===== src/rtl/prio_select.sv =====
// prio_select: pipelined 64-way priority argmax over the square cells.
// Returns the winning square (highest priority, lowest index on ties), its
// priority, an any-king flag, and a registered one-hot select toward the squares.
// Build option: define PRIO_SELECT_EXCLUDE_EN to add the retire/clear_excl
// exclusion mask, used to walk candidates in descending priority order.
module prio_select #(
  parameter int PRIO_W = 3,
  parameter int NSQ    = 64
) (
  input  logic                  clk,
  input  logic                  rst,
  input  logic                  start,
  input  logic [NSQ*PRIO_W-1:0] prio_in,
  input  logic [NSQ-1:0]        king_in,
`ifdef PRIO_SELECT_EXCLUDE_EN
  input  logic                  retire,
  input  logic                  clear_excl,
`endif
  output logic                  done,
  output logic                  found,
  output logic [PRIO_W-1:0]     best_prio,
  output logic [5:0]            best_sq,
  output logic                  king_hit,
  output logic [NSQ-1:0]        ss1_out
);

  localparam int IDX_W = 6;
  localparam int N1    = NSQ / 4;  // candidates after stage 1
  localparam int N2    = N1 / 4;   // candidates after stage 2

  typedef struct packed {
    logic [PRIO_W-1:0] prio;
    logic [IDX_W-1:0]  idx;
  } cand_t;

  // Operands are always passed lower-index first, so ">=" keeps the lower
  // index on a tie and the global result is the lowest index of the max.
  function automatic cand_t pick2(input cand_t lo, input cand_t hi);
    return (lo.prio >= hi.prio) ? lo : hi;
  endfunction

  function automatic cand_t pick4(input cand_t c0, input cand_t c1,
                                  input cand_t c2, input cand_t c3);
    return pick2(pick2(c0, c1), pick2(c2, c3));
  endfunction

  function automatic cand_t leaf(input logic [NSQ*PRIO_W-1:0] p, input int n);
    cand_t c;
    c.prio = p[n*PRIO_W +: PRIO_W];
    c.idx  = IDX_W'(n);
    return c;
  endfunction

  logic [NSQ*PRIO_W-1:0] masked_prio;
  logic [NSQ*PRIO_W-1:0] in_prio;
  logic [NSQ-1:0]        in_king;
  cand_t                 s1_d [N1];
  cand_t                 s1_c [N1];
  logic [N1-1:0]         s1_kd, s1_k;
  cand_t                 s2_d [N2];
  cand_t                 s2_c [N2];
  logic [N2-1:0]         s2_kd, s2_k;
  cand_t                 fin;
  logic                  fin_king;
  logic                  v0, v1, v2;

`ifdef PRIO_SELECT_EXCLUDE_EN
  logic [NSQ-1:0] excl;

  // Exclusion mask: clear beats retire; retire marks the currently held winner.
  always_ff @(posedge clk) begin
    if (rst)                excl <= '0;
    else if (clear_excl)    excl <= '0;
    else if (retire && found) excl[best_sq] <= 1'b1;
  end
`endif

  // Priorities as seen at start: excluded squares are forced to zero.
  always_comb begin
    // NOTE: every signal written here gets a full default first, so no
    // path leaves it unassigned and no latch is inferred.
    masked_prio = prio_in;
`ifdef PRIO_SELECT_EXCLUDE_EN
    for (int n = 0; n < NSQ; n++)
      if (excl[n]) masked_prio[n*PRIO_W +: PRIO_W] = '0;
`endif
  end

  // Stage 1 and 2 reductions: 64 -> 16 -> 4, king flags OR-ed alongside.
  always_comb begin
    for (int g = 0; g < N1; g++) begin
      s1_d[g]  = pick4(leaf(in_prio, 4*g), leaf(in_prio, 4*g+1),
                       leaf(in_prio, 4*g+2), leaf(in_prio, 4*g+3));
      s1_kd[g] = |in_king[4*g +: 4];
    end
    for (int g = 0; g < N2; g++) begin
      s2_d[g]  = pick4(s1_c[4*g], s1_c[4*g+1], s1_c[4*g+2], s1_c[4*g+3]);
      s2_kd[g] = |s1_k[4*g +: 4];
    end
    fin      = pick4(s2_c[0], s2_c[1], s2_c[2], s2_c[3]);
    fin_king = |s2_k;
  end

  // Datapath registers; qualified by the valid chain, so they carry no reset.
  always_ff @(posedge clk) begin
    // NOTE: only control state (valids, outputs) is reset; wide datapath
    // registers are don't-care until a valid bit marks them as meaningful.
    if (start) begin
      in_prio <= masked_prio;
      in_king <= king_in;
    end
    s1_c <= s1_d;
    s1_k <= s1_kd;
    s2_c <= s2_d;
    s2_k <= s2_kd;
  end

  // Valid chain; reset flushes in-flight operations and wins over start.
  always_ff @(posedge clk) begin
    if (rst) begin
      v0   <= 1'b0;
      v1   <= 1'b0;
      v2   <= 1'b0;
      done <= 1'b0;
    end else begin
      v0   <= start;
      v1   <= v0;
      v2   <= v1;
      done <= v2;
    end
  end

  // Result registers: load with the stage-3 result, otherwise hold.
  always_ff @(posedge clk) begin
    if (rst) begin
      found     <= 1'b0;
      best_prio <= '0;
      best_sq   <= '0;
      king_hit  <= 1'b0;
      ss1_out   <= '0;
    end else if (v2) begin
      found     <= (fin.prio != '0);
      best_prio <= fin.prio;
      best_sq   <= (fin.prio != '0) ? fin.idx : '0;
      king_hit  <= fin_king;
      ss1_out   <= (fin.prio != '0) ? ({{(NSQ-1){1'b0}}, 1'b1} << fin.idx) : '0;
    end
  end

endmodule


===== config.mk =====
export PLATFORM = sky130hd
export DESIGN_NAME = prio_select
export DESIGN_NICKNAME = d
export VERILOG_FILES = /design/src/rtl/prio_select.sv
export SDC_FILE = /design/constraint.sdc
export NUM_CORES = 1
export LEC_CHECK = 0
export BUFFER_PORTS_ARGS = -buffer_cell sky130_fd_sc_hd__clkbuf_2
export CAP_MARGIN = 10
export CORE_ASPECT_RATIO = 1.75
export CORE_UTILIZATION = 50
export CTS_CLUSTER_SIZE = 14
export DETAILED_ROUTE_END_ITERATION = 16
export PLACE_DENSITY = 0.76
export SLEW_MARGIN = 20
export SYNTH_ARGS = -nofsm -noshare
export SYNTH_HDL_FRONTEND = slang
export SYNTH_SLANG_ARGS = --single-unit
export TNS_END_PERCENT = 5

===== constraint.sdc =====
create_clock -name clk -period 9.4 [get_ports clk]
set_clock_uncertainty 0.2 [all_clocks]
set_input_delay 0 -clock clk [delete_from_list [all_inputs] [get_ports clk]]
set_output_delay 0 -clock clk [all_outputs]
set_load 0.02 [all_outputs]

==> results of run 1 <==
## cells by family after synthesis
group                    after synthesis  synth area share (%)
buffers and inverters                175                  3.46
flip-flops                           463                  59.6
AND/OR/NAND/NOR                      279                  7.03
multiplexers                         160                  8.50
adder cells (fa/ha/maj)              189                  11.9
AO/OA/AOI/OAI                        294                  9.49
## metrics by stage
step / hold WS [ps] / cells / utilization, % / worst slack, ps
after detailed placement: -21.4 / 2360 / 56.3 / 5060
after global placement: -23.8 / 2359 / 56.3 / 5220
after floorplan: -128 / 1560 / - / 5680
## synthesized netlist by cell type (2+ instances only)
cell type,n
nand4b_1,3
a22oi_1,2
o21ai_1,3
nand3_1,2
and3_1,2
mux2i_1,103
buf_6,3
dfxtp_1,207
nor2_1,94
nand4_1,2
a21o_1,92
clkbuf_1,19
or3_1,4
nor2b_1,9
mux2_2,55
and2_1,3
edfxtp_1,256
nor3_1,3
o31a_1,2
buf_2,3
ha_1,189
a211oi_1,2
o21ai_0,40
and2_4,2
nand2b_1,67
nand2_1,61
nor4_1,4
inv_1,149
a21oi_1,111
o21ai_2,2
a22o_1,28
or4_1,20
a32o_1,8
==> flow_metrics.env, run 1 <==
export IMPL_firstError="[ERROR RSZ-0060] Max buffer count reached."
export IMPL_yosys_warnings=0
export IMPL_cts_resized_gates=0
export IMPL_status="did not finish"
export IMPL_gp_congestion=0.902
export IMPL_synth_edf_count=256
export IMPL_ios=335
export IMPL_htreeDepth=2
export IMPL_synth_top_area_share_pct=38.7
export IMPL_cts_buffers=43
export IMPL_synth_seq_area_share_pct=59.6
export IMPL_initial_core_util_pct=50.7
export IMPL_syn_avg_cell_area_um2=12.7
export IMPL_rows=96
export IMPL_haltStage="clock tree synthesis"
export IMPL_async_reset_ff_share_pct=0
export IMPL_cts_setup_buffers=0
export IMPL_synth_area_top_cells="edfxtp_1 (39%), dfxtp_1 (21%), ha_1 (12%), mux2i_1 (5.2%), a21o_1 (3.5%)"
export IMPL_synth_top_area_cell="edfxtp_1"
export IMPL_synth_cells=1560
export IMPL_ys_flop_type="edfxtp_1"
export IMPL_die_y_um=266
export IMPL_ys_types=43
export IMPL_cts_sinks=463
export IMPL_die_w_um=153
export IMPL_placedInstanceArea_um2=22100
export IMPL_io_buffer_count=334
export IMPL_cts_hold_fix_buffers=490
export IMPL_synth_seq_cells=463
export IMPL_cts_buffer_depth=3
export IMPL_dp_hpwl_mm=30.1
export IMPL_synth_area_um2=19800
export IMPL_cts_root_buf="clkbuf_16"
export IMPL_synthesis_nets=2008
==> run 2: changes to the inputs <==
--- a/config.mk
+++ b/config.mk
@@ -7,11 +7,9 @@
 export LEC_CHECK = 0
 export BUFFER_PORTS_ARGS = -buffer_cell sky130_fd_sc_hd__clkbuf_2
 export CAP_MARGIN = 10
-export CORE_ASPECT_RATIO = 1.75
-export CORE_UTILIZATION = 50
-export CTS_CLUSTER_SIZE = 14
+export CORE_UTILIZATION = 35
 export DETAILED_ROUTE_END_ITERATION = 16
-export PLACE_DENSITY = 0.76
+export PLACE_DENSITY_LB_ADDON = 0.15
 export SLEW_MARGIN = 20
 export SYNTH_ARGS = -nofsm -noshare
 export SYNTH_HDL_FRONTEND = slang
==> flow_metrics.env, run 2 <==
export IMPL_crit_family="compound AO/OA/AOI/OAI gates"
export IMPL_cts_root_buf="clkbuf_16"
export IMPL_synthesis_nets=2008
export IMPL_min_period_over_period_pct=45.7
export IMPL_cts_setup_buffers=0
export IMPL_hold_violations=0
export IMPL_clk_pin_slew_ps=60
export IMPL_area_growth_pct=47.7
export IMPL_synth_top_area_share_pct=38.7
export IMPL_synth_area_top_cells="edfxtp_1 (39%), dfxtp_1 (21%), ha_1 (12%), mux2i_1 (5.2%), a21o_1 (3.5%)"
export IMPL_yosys_warnings=0
export IMPL_gp_congestion=0.801
export IMPL_drc=0
export IMPL_io_buffer_count=334
export IMPL_async_reset_ff_share_pct=0
export IMPL_path_max_fanout=17
export IMPL_wire_per_inst_um=14.8
export IMPL_arrival_ps=4620
export IMPL_drv_slew=0
export IMPL_grt_use_total_pct=16.9
export IMPL_drt_iter0_markers=509
export IMPL_reg_top3="in_prio x192, s1_c x80"
export IMPL_final_cells=3238
export IMPL_grt_pass1_vias=15300
export IMPL_place_inst=2619
export IMPL_die_w_um=240
export IMPL_ant_nets=0
export IMPL_hp_class="flip-flop to flip-flop"
export IMPL_worstHoldStart="s1_k[11]$_DFF_P_"
export IMPL_powerDensity_nw_per_um2=262
export IMPL_cts_buffers=53
export IMPL_r2r_start="s2_c[8]$_DFF_P_"
export IMPL_max_slew_margin_rel_pct=37.3
export IMPL_cts_tree="yes"
export IMPL_routed_via_density=4.53
export IMPL_required_ps=9720
export IMPL_ios=335
export IMPL_crit_top_cell="ha_1"
export IMPL_yosysMostFrequentCell="edfxtp_1"
export IMPL_synth_seq_area_share_pct=59.6
export IMPL_p_leak_nw=13.2
export IMPL_synth_cells=1560
export IMPL_setup_worst_path_start="s2_c[8]$_DFF_P_"
export IMPL_synth_area_um2=19800
export IMPL_grt_pass1_wl_mm=76.9
export IMPL_critical_path_buf_inv_count=1
export IMPL_most_common_layout_cells="dlygate4sd3_1 (514), clkbuf_2 (333), edfxtp_1 (256), dfxtp_1 (207), ha_1 (189)"
export IMPL_end_kind="flip-flop"
export IMPL_maxCapViolations=0
export IMPL_synth_top_area_cell="edfxtp_1"
export IMPL_overflow=0
export IMPL_cts_buffer_depth=3
export IMPL_tns_ps=0
export IMPL_fmax_ghz=0.233
export IMPL_worstSkewPairLatency_ps=590
export IMPL_critPathSlowestCell="o21ai_2"
export IMPL_ys_types=43
export IMPL_worst_path_largest_cell_delay_ps=720
export IMPL_worstPathCellList="inv_1, ha_1, nand2_1, o21ai_2, mux2_2, ha_1, nand2b_1, a211o_1, and2_4, mux2i_4, nor2b_1, a32o_1"
export IMPL_layout_drive_gt1_share_pct=19.7
export IMPL_die_area_um2=57700
export IMPL_max_slew_worst_pin_slew_ps=940
export IMPL_synth_edf_count=256
export IMPL_dp_hpwl_mm=31.2
export IMPL_initial_core_util_pct=35.7
export IMPL_antenna_found_initial=6
export IMPL_syn_avg_cell_area_um2=12.7
export IMPL_top_register="in_prio"
export IMPL_die_y_um=240
export IMPL_nets=2888
export IMPL_cts_sinks=463
export IMPL_core_um2=55500
export IMPL_largest_register_ffs=192
export IMPL_crit_type="flip-flop to flip-flop"
export IMPL_period_needed_ps=4300
export IMPL_rsz0062_at_grt="false"
export IMPL_status="completed"
export IMPL_routed_wl_mm=47.9
export IMPL_synthTopCellsByCount="edfxtp_1 (256), dfxtp_1 (207), ha_1 (189)"
export IMPL_ys_flop_type="edfxtp_1"
export IMPL_peakVddDrop_mv=0.209
export IMPL_htreeDepth=2
export IMPL_rows=86
export IMPL_vias=14700
export IMPL_final_common_cell="dlygate4sd3_1"
export IMPL_grt_max_degree=121
export IMPL_setup_viol=0
export IMPL_synth_seq_cells=463
export IMPL_cp_start_kind="flip-flop"
export IMPL_firstDrtPassIters=5
run 2: metrics by stage:
| step | utilization [%] | cell area (um2) | hold WS, ps | power (mW) | setup slack [ps] |
|---|---|---|---|---|---|
| floorplan | - | 19800 | -128 | 4.81 | 5680 |
| global placement | 40.3 | 22400 | -23.2 | 5.46 | 5210 |
| detailed placement | 40.3 | 22400 | -21.4 | 5.52 | 5130 |
| CTS | 52.8 | 29300 | 217 | 7.79 | 5100 |
| global route | 52.8 | 29300 | 235 | 8.26 | 4850 |
| finish | 52.8 | 29300 | 219 | 7.69 | 5100 |
run 2: cells by family after synthesis:
group	after synthesis	share of synthesized area [%]
flip-flops	463	59.6
AO/OA/AOI/OAI	294	9.49
AND/OR/NAND/NOR	279	7.03
adder cells (fa/ha/maj)	189	11.9
buffers and inverters	175	3.46
multiplexers	160	8.50
run 2: report_power, final:
group	leakage, nW	internal [mW]	total (mW)	switching [mW]
Sequential	4.22	2.51	2.71	0.196
Clock	0.888	1.23	2.08	0.841
Combinational	8.10	1.23	2.91	1.67
run 2: final timing paths:
kind                                                  to  cells after the start  slack [ps]
worst max-delay path            ss1_out[30]$_SDFFE_PP0P_                     12        5100
worst min-delay path                     s2_k[2]$_DFF_P_                      1         220
worst max register to register  ss1_out[30]$_SDFFE_PP0P_                     12        5100
worst min register to register           s2_k[2]$_DFF_P_                      1         220
run 2: cell type report:
| type | count | area (um2) |
|---|---|---|
| clock buffers | 70 | 1540 |
| fillers | 4730 | 26200 |
| diodes | 5 | 12.5 |
| flip-flops and latches | 463 | 11800 |
| inverters | 149 | 559 |
| multi-input cells | 922 | 7340 |
| well taps | 748 | 936 |
| repair buffers | 851 | 6850 |
| clock inverters | 30 | 253 |
run 2: routing by layer:
metal	global-route usage, %	wire, um	vias up	part of all wire, %
met5	0	0	-	0
met4	6.23	1320	0	2.8
met3	3.74	2580	92	5.4
met2	29.9	23800	343	50
met1	19.8	20200	6825	42
li1	-	-	7396	-
run 2: what timing repair did:
item | 4_1_cts | 5_1_grt
hold endpoints to repair | 388 | 0
hold buffers | 514 | 0
gates resized for setup | 0 | 0
(Power assumes the default switching activity.)
